**src/rtl/mem_port_arbiter_8.sv**
```systemverilog
// Round-robin arbiter for an 8-input memory-port mux: registered one-hot grant,
// 3-bit mux select, and per-ownership burst limit with bubble-free handover.
module mem_port_arbiter_8 #(
    parameter int unsigned MAX_BURST = 4,
    parameter int unsigned CNT_BITS  = 4
) (
    input  logic                clk,
    input  logic                reset,
    input  logic [7:0]          Request,
    input  logic                Port_Ready,
    output logic [7:0]          Grant,
    output logic [2:0]          Selector,
    output logic                Grant_Valid,
    output logic [CNT_BITS-1:0] Beat_Count
);

    localparam int unsigned NREQ = 8;
    localparam int unsigned IW   = 3;

    typedef enum logic {
        IDLE = 1'b0,
        BUSY = 1'b1
    } state_e;

    state_e              state_q, state_d;
    logic [NREQ-1:0]     grant_q, grant_d;
    logic [IW-1:0]       sel_q, sel_d;
    logic                valid_q, valid_d;
    logic [CNT_BITS-1:0] cnt_q, cnt_d;
    logic [IW-1:0]       last_q, last_d;

    logic [NREQ-1:0]     cand;
    logic [IW-1:0]       start;
    logic [IW-1:0]       idx;
    logic                pick_found;
    logic [IW-1:0]       pick_idx;
    logic                burst_end;
    logic                take;
    logic                drop;

    // Round-robin search from last owner + 1; the current owner is masked out
    always_comb begin
        cand       = Request & ~grant_q;
        start      = last_q + IW'(1);
        idx        = start;
        pick_found = 1'b0;
        pick_idx   = '0;
        for (int k = 0; k < int'(NREQ); k++) begin
            idx = start + IW'(k);
            if (!pick_found && cand[idx]) begin
                pick_found = 1'b1;
                pick_idx   = idx;
            end
        end
    end

    assign burst_end = Port_Ready && (cnt_q == CNT_BITS'(MAX_BURST - 1));

    // Next-state: release beats burst limit beats plain beat counting
    always_comb begin
        state_d = state_q;
        grant_d = grant_q;
        sel_d   = sel_q;
        valid_d = valid_q;
        cnt_d   = cnt_q;
        last_d  = last_q;
        take    = 1'b0;
        drop    = 1'b0;

        case (state_q)
            IDLE: begin
                take = pick_found;
            end
            BUSY: begin
                if (!Request[sel_q]) begin
                    take = pick_found;
                    drop = !pick_found;
                end else if (burst_end) begin
                    if (pick_found) begin
                        take = 1'b1;
                    end else begin
                        cnt_d = '0;
                    end
                end else if (Port_Ready) begin
                    cnt_d = cnt_q + CNT_BITS'(1);
                end
            end
            default: begin
                drop = 1'b1;
            end
        endcase

        if (take) begin
            state_d = BUSY;
            grant_d = NREQ'(1) << pick_idx;
            sel_d   = pick_idx;
            valid_d = 1'b1;
            cnt_d   = '0;
            last_d  = pick_idx;
        end else if (drop) begin
            state_d = IDLE;
            grant_d = '0;
            valid_d = 1'b0;
            cnt_d   = '0;
        end
    end

    // Last owner resets to 7 so requester 0 has first priority
    always_ff @(posedge clk or negedge reset) begin
        if (!reset) begin
            state_q <= IDLE;
            grant_q <= '0;
            sel_q   <= '0;
            valid_q <= 1'b0;
            cnt_q   <= '0;
            last_q  <= IW'(NREQ - 1);
        end else begin
            state_q <= state_d;
            grant_q <= grant_d;
            sel_q   <= sel_d;
            valid_q <= valid_d;
            cnt_q   <= cnt_d;
            last_q  <= last_d;
        end
    end

    assign Grant       = grant_q;
    assign Selector    = sel_q;
    assign Grant_Valid = valid_q;
    assign Beat_Count  = cnt_q;

endmodule

```
**config.mk**
```make
export PLATFORM = sky130hd
export DESIGN_NAME = mem_port_arbiter_8
export DESIGN_NICKNAME = d
export VERILOG_FILES = /design/src/rtl/mem_port_arbiter_8.sv
export SDC_FILE = /design/constraint.sdc
export NUM_CORES = 1
export LEC_CHECK = 0
export ABC_AREA = 1
export CORE_UTILIZATION = 49
export CTS_CLUSTER_SIZE = 12
export DETAILED_ROUTE_END_ITERATION = 6
export PLACE_DENSITY = 0.86
export SLEW_MARGIN = 20
export SYNTH_ARGS = -nofsm -noshare
export SYNTH_HDL_FRONTEND = slang
export SYNTH_SLANG_ARGS = --single-unit
```
**constraint.sdc**
```tcl
create_clock -name clk -period 2.6 [get_ports clk]
set_input_delay 0.39 -clock clk [delete_from_list [all_inputs] [get_ports clk]]
set_output_delay 0.39 -clock clk [all_outputs]
set_load 0.01 [all_outputs]
```
* Yosys cells after proc, flatten, opt, wreduce, memory -nomap -nowiden
Index checks and enable logic that the tools add are counted.
** Storage, ports and cells
- Bits of input ports :: 11
- Latch bits :: 0
- ROM bits :: 0
- Output and inout port bits :: 16
- Word-level logic and storage cells :: 101
- Flip-flop bits (word level) :: 19
- Memories :: 0
- RAM bits :: 0
** Operators by class
- Equality and inequality tests :: 2
- Multiply operators :: 0
- Shift operators :: 1
- Add/subtract/negate cells :: 9
- Div/mod/pow operators :: 0
- Reduce and logical (&&, ||, !) cells :: 21
- Order comparisons :: 9
- Multiplexer cells :: 51
- Bitwise logic cells :: 3
** Operator list (count)
- $lt A3 B4 Y1 const B :: 9
- $mux W4 :: 7
- $bmux W1 S3 :: 9
- $mux W1 :: 24
- $mux W3 :: 8
- $mux W8 :: 2
- $add A3 B3 Y3 const B :: 4
- $and A8 B8 Y8 :: 1
- $logic_and A1 B1 Y1 :: 8
- $logic_not A1 Y1 :: 8
- $not A8 Y8 :: 1
- $shl A1 B3 Y8 const A :: 1
- $add A3 B1 Y3 const B :: 2
- $add A3 B2 Y3 const B :: 2
- $reduce_bool A3 Y1 :: 2
- $add A4 B1 Y4 const B :: 1
- $eq A4 B2 Y1 const B :: 1
- $ne A4 B2 Y1 const B :: 1
- $reduce_and A4 Y1 :: 1
- $reduce_bool A4 Y1 :: 1
- $pmux W1 S2 :: 1
- $reduce_bool A2 Y1 :: 1
- $not A1 Y1 :: 1

* Longest topological paths before layout
- Depth in word-level cells :: 32
- Gate-level depth with buffers :: 22
- Depth with buffers taken out :: 20

* Worst setup path after synthesis
OpenSTA, ideal clock, no wires.
- Path kind :: register to register
- From :: reg last_q[0]
- To :: reg grant_q[6], in the netlist Grant[6]
- Cell stages (with the launch flop) :: 19
- Slack :: -30 ps
- Period minus slack after synthesis :: 2630 ps
- Path buffers :: 3
- Library setup time :: 124 ps
- Arrival time :: 2507 ps
- Required time :: 2476 ps
- Cell sequence :: dfstp_2 > inv_2 > buf_6 > ha_1 > buf_6 > inv_2 > buf_6 > nand3_1 > nand2_1 > nand2_1 > nand2_2 > nand3_2 > nor2_4 > nand3_1 > nor2_2 > nand4_1 > nand2_4 > nor2_1 > o21bai_1
** On the way
- Cells in the longest elaborated chain, start to end :: 30
- Elaborated cells between the ends (all ways) :: 64
- Those cells by class :: 8 x add/sub; 1 x shift; 39 x mux; 16 x reduce/logical
** RTL lines
- start, declared :: line 30 : logic [IW-1:0] last_q, last_d;
- start signal, assigned :: line 116 : last_q <= IW'(NREQ - 1);
- start signal, assigned :: line 123 : last_q <= last_d;
- $add A3 B1 Y3 (*) :: line 44 : start = last_q + IW'(1);
- parallel branches: the longest is 29 deep, another holds $add A3 B1 Y3
- end signal, assigned :: line 119 : grant_q <= grant_d;
- end, declared :: line 26 : logic [NREQ-1:0] grant_q, grant_d;
Mark *: on every way between the ends. The select of a mux whose other input is x is not followed.
A chain may end at the register's enable or synchronous reset.

* Worst setup path in the final report
- From :: reg last_q[0]
- To :: reg grant_q[0], in the netlist Grant[0]
Same word-level chain as after synthesis.

==> impl_results.md <==
* Status: finished, violations left
* Failing checks: negative setup slack
* Drc violations at 0
* Ant diodes at 0
* Number of synthesized flops with an enable pin at 0
* Syn_area_per_cell at ~6.3 µm²
* Post-synthesis mux area share at 0%
* Fill count at 252
* Slowest CP cell: dfstp_2
* Max Freq at 0.368 GHz
* Post-CTS Hold Buffers at 0
* Setup crit start kind: register
* First-pass DRT Iterations at 5
* Synth area leaders: dfrtp_1, nand2_1, nand3_1, nand2_2, inv_1
* Nets at between 300 and 400
* Clock Latency Late Sink at roughly 260 ps
* Vias in the first global route at 1,950
* Total length of routed wires at 6250 µm
* CORE AREA at 0.00344 mm²
* Layout cells sized above 1 at 35.7%
* Rows at 21
* Largest family of logic cells by synthesized area: simple AND/OR/NAND/NOR gates
* Synth warnings at 0
* Final WS setup at -115 ps
* CP required at 2750 ps
* Global routing usage on met1 at 32.7%
* Synth area leader: dfrtp_1
* Final setup vio count at 15
* Critical Path Sink Type: register
* Post-Route Skew at between 5 and 6 ps
* Crit path DAT at 2870 ps
* Die ar. at slightly below 0.004 mm²
* Final Wtd Congestion at 0.970
* Crit path max-delay family: simple AND/OR/NAND/NOR gates
* Compound-Gate Fraction of Synth Area at 6.44%
* Main synth FF type: dfrtp_1
* Netlist cell types at 28
* GRT Total Usage at 27.0%
* Xor/xnor share of the synthesized area at less than 1%
* Post-Synth Simple-Gate Area at 54.5%
* Post-Syn Area at 0.00183 mm²
* Die Height at roughly 63 µm
* Top cells by count, synth: nand2_1, nand3_1, inv_1, nor2_1, nand2_2
* Drt wl/cell at 15.9 µm
* Initial antenna violation count at 0
* Syn_nets at 305
* Synth top area share at a little over a fifth
* RSZ-0062 raised after global routing: true
* Crit path cell chain: inv_2 -> ha_4 -> nand2_1 -> nand2_4 -> nand3_1 -> nand3_2 -> nand2_2 -> nor2_4 -> nand4_4 -> buf_4 -> nor2_1 -> nor2_1 -> nand3_1 -> nand2_2 -> inv_2 -> nor2_2 -> nand2_1 -> nand2_1
* Final period util at 104%
* Initial drt markers at 204
* Most common cell in the netlist: nand2_1
* CTS tree: done
* H-tree depth at 1
* Pin count of the biggest net entering global routing at 20
* First-pass GRT wire length at 8430 µm
* Vias per cell at 5.78
* R2r setup slk at -110 ps
* Worst-case headroom to the max-slew limit at 44.6%
* CTS root buf: clkbuf_8
* Hold WS at 515 ps
* ANT nets after route at 0
* Crit path top cell by count: nand2_1
* Clock buffer depth at 2
* # IOs at 27
* Area share of fa/ha/maj cells after synthesis at 2.05%
* Ys async rst share at 100%
* Cells after Synth at 291
* Gr ovfl total at 0
* Register area share after synthesis at between 20% and 30%
* Final min period at ~2700 ps
* Die Width at about 63 µm
* Area Overhead vs Synth at 44.7%
* Fin. Hold Viols at 0
* Seq cells post-synth at 19
* Slew Limit Fails at 0
* Vias at 2,270
* Routing usage on met2 at 46.8%
* Clock Pin Slew Worst Setup and Hold Paths at 70 ps
* Worst setup path class: reg -> reg
* Crit Path Max Fanout at 6
* Worst-margin pin slew at 828 ps
* Clk sinks at 19
* Hold crit path type: reg -> reg
* M3 GR Usage at under 10%
* Most Used Layer, Global Route: met2
* Max incr delay on CP at 550 ps
* Final HPWL from detailed placement at 3900 µm
* CTS buffer count at 3
* Maxcap violations at 0
* Port bufs at 26
* Worst path bufs/invs at 3
* Fin util at between 70% and 80%
* Initial Util at 53.1%
==> state kept, by name, summed over array words and instances (netlist names) <==
| register | cells |
|---|---|
| Grant | 8 |
| Beat_Count | 4 |
| Selector | 3 |
| last_q | 3 |
| Grant_Valid | 1 |
==> layout make-up <==
type | instances | area [µm²] | area share, %
inverters | 36 | 148 | 5.59
flip-flops and latches | 19 | 479 | 18.1
repair buffers | 55 | 482 | 18.2
clock buffers | 4 | 45.0 | 1.70
repair inverters | 1 | 6.26 | 0.237
well taps | 46 | 57.6 | 2.18
multi-input cells | 232 | 1430 | 53.9
==> placed cells by master (no fill, tap or decap), drive strengths merged <==
cell           synthesis  final
nand4                  8      8
o21ai                 14     14
a21oi                  1      1
clkbuf                 0      4
nand3b                 1      1
nor2                  33     33
ha                     3      3
nor3                   2      2
o21bai                 3      3
xor2                   1      1
o21a                   1      1
dfstp                  3      3
clkdlybuf4s50          0     26
buf                    4     29
dfrtp                 16     16
o22ai                  2      2
nand2                110    110
xnor2                  1      1
inv                   36     37
nand3                 52     52
==> metal layers <==
metal	routed length (µm)	up-vias
li1	-	1055
met2	3120	129
met3	470	31
met1	2430	1055
met4	223	0
met5	0	-
==> worst register-to-register path, cell delays in order, from the launching register on <==
cell and delay [ps]:
dfstp_2 550, inv_2 50, ha_4 320, nand2_1 120, nand2_4 140, nand3_1 190, nand3_2 160, nand2_2 100
nor2_4 100, nand4_4 100, buf_4 160, nor2_1 90, nor2_1 50, nand3_1 90, nand2_2 100, inv_2 110
nor2_2 60, nand2_1 60, nand2_1 50
==> logic make-up after synthesis <==
logic type,after synthesis
compound gates,21
xor+xnor,2
fa+ha+maj,3
buf+inv,40
flops,19
simple gates,206
==> worst paths after layout <==
| path | endpoint | cells past startpoint | startpoint |
|---|---|---|---|
| setup / recovery | Grant[0] | 18 | last_q[0] |
| hold / removal | Grant[3] | 2 | Grant[3] |
| setup reg to reg | Grant[0] | 18 | last_q[0] |
| hold reg to reg | Grant[3] | 2 | Grant[3] |
| max in group asynchronous | Selector[1] | 1 | reset |
| min in group asynchronous | Beat_Count[3] | 1 | reset |
==> metrics by stage <==
step	std cells	setup slack [ps]	setup TNS [ps]	instance area, µm²
after floorplan	291	21.1	0	1850
after global placement	367	36.2	0	2180
final	393	-115	-939	2640
after detailed placement	367	-69.2	-324	2180
after CTS	380	1.93	0	2330
after global routing	393	-289	-4120	2640
==> what timing repair did <==
item / 4_1_cts / 5_1_grt
cloned: 0 / 1
setup buffers: 9 / 12
gates resized for setup: 11 / 55
pin swaps: 3 / 20
endpoints found under the setup margin: 14 / 18
Power is left out: the tool's default activity adds up to more than one toggle a clock period on the data nets, which glitch-free logic cannot reach.
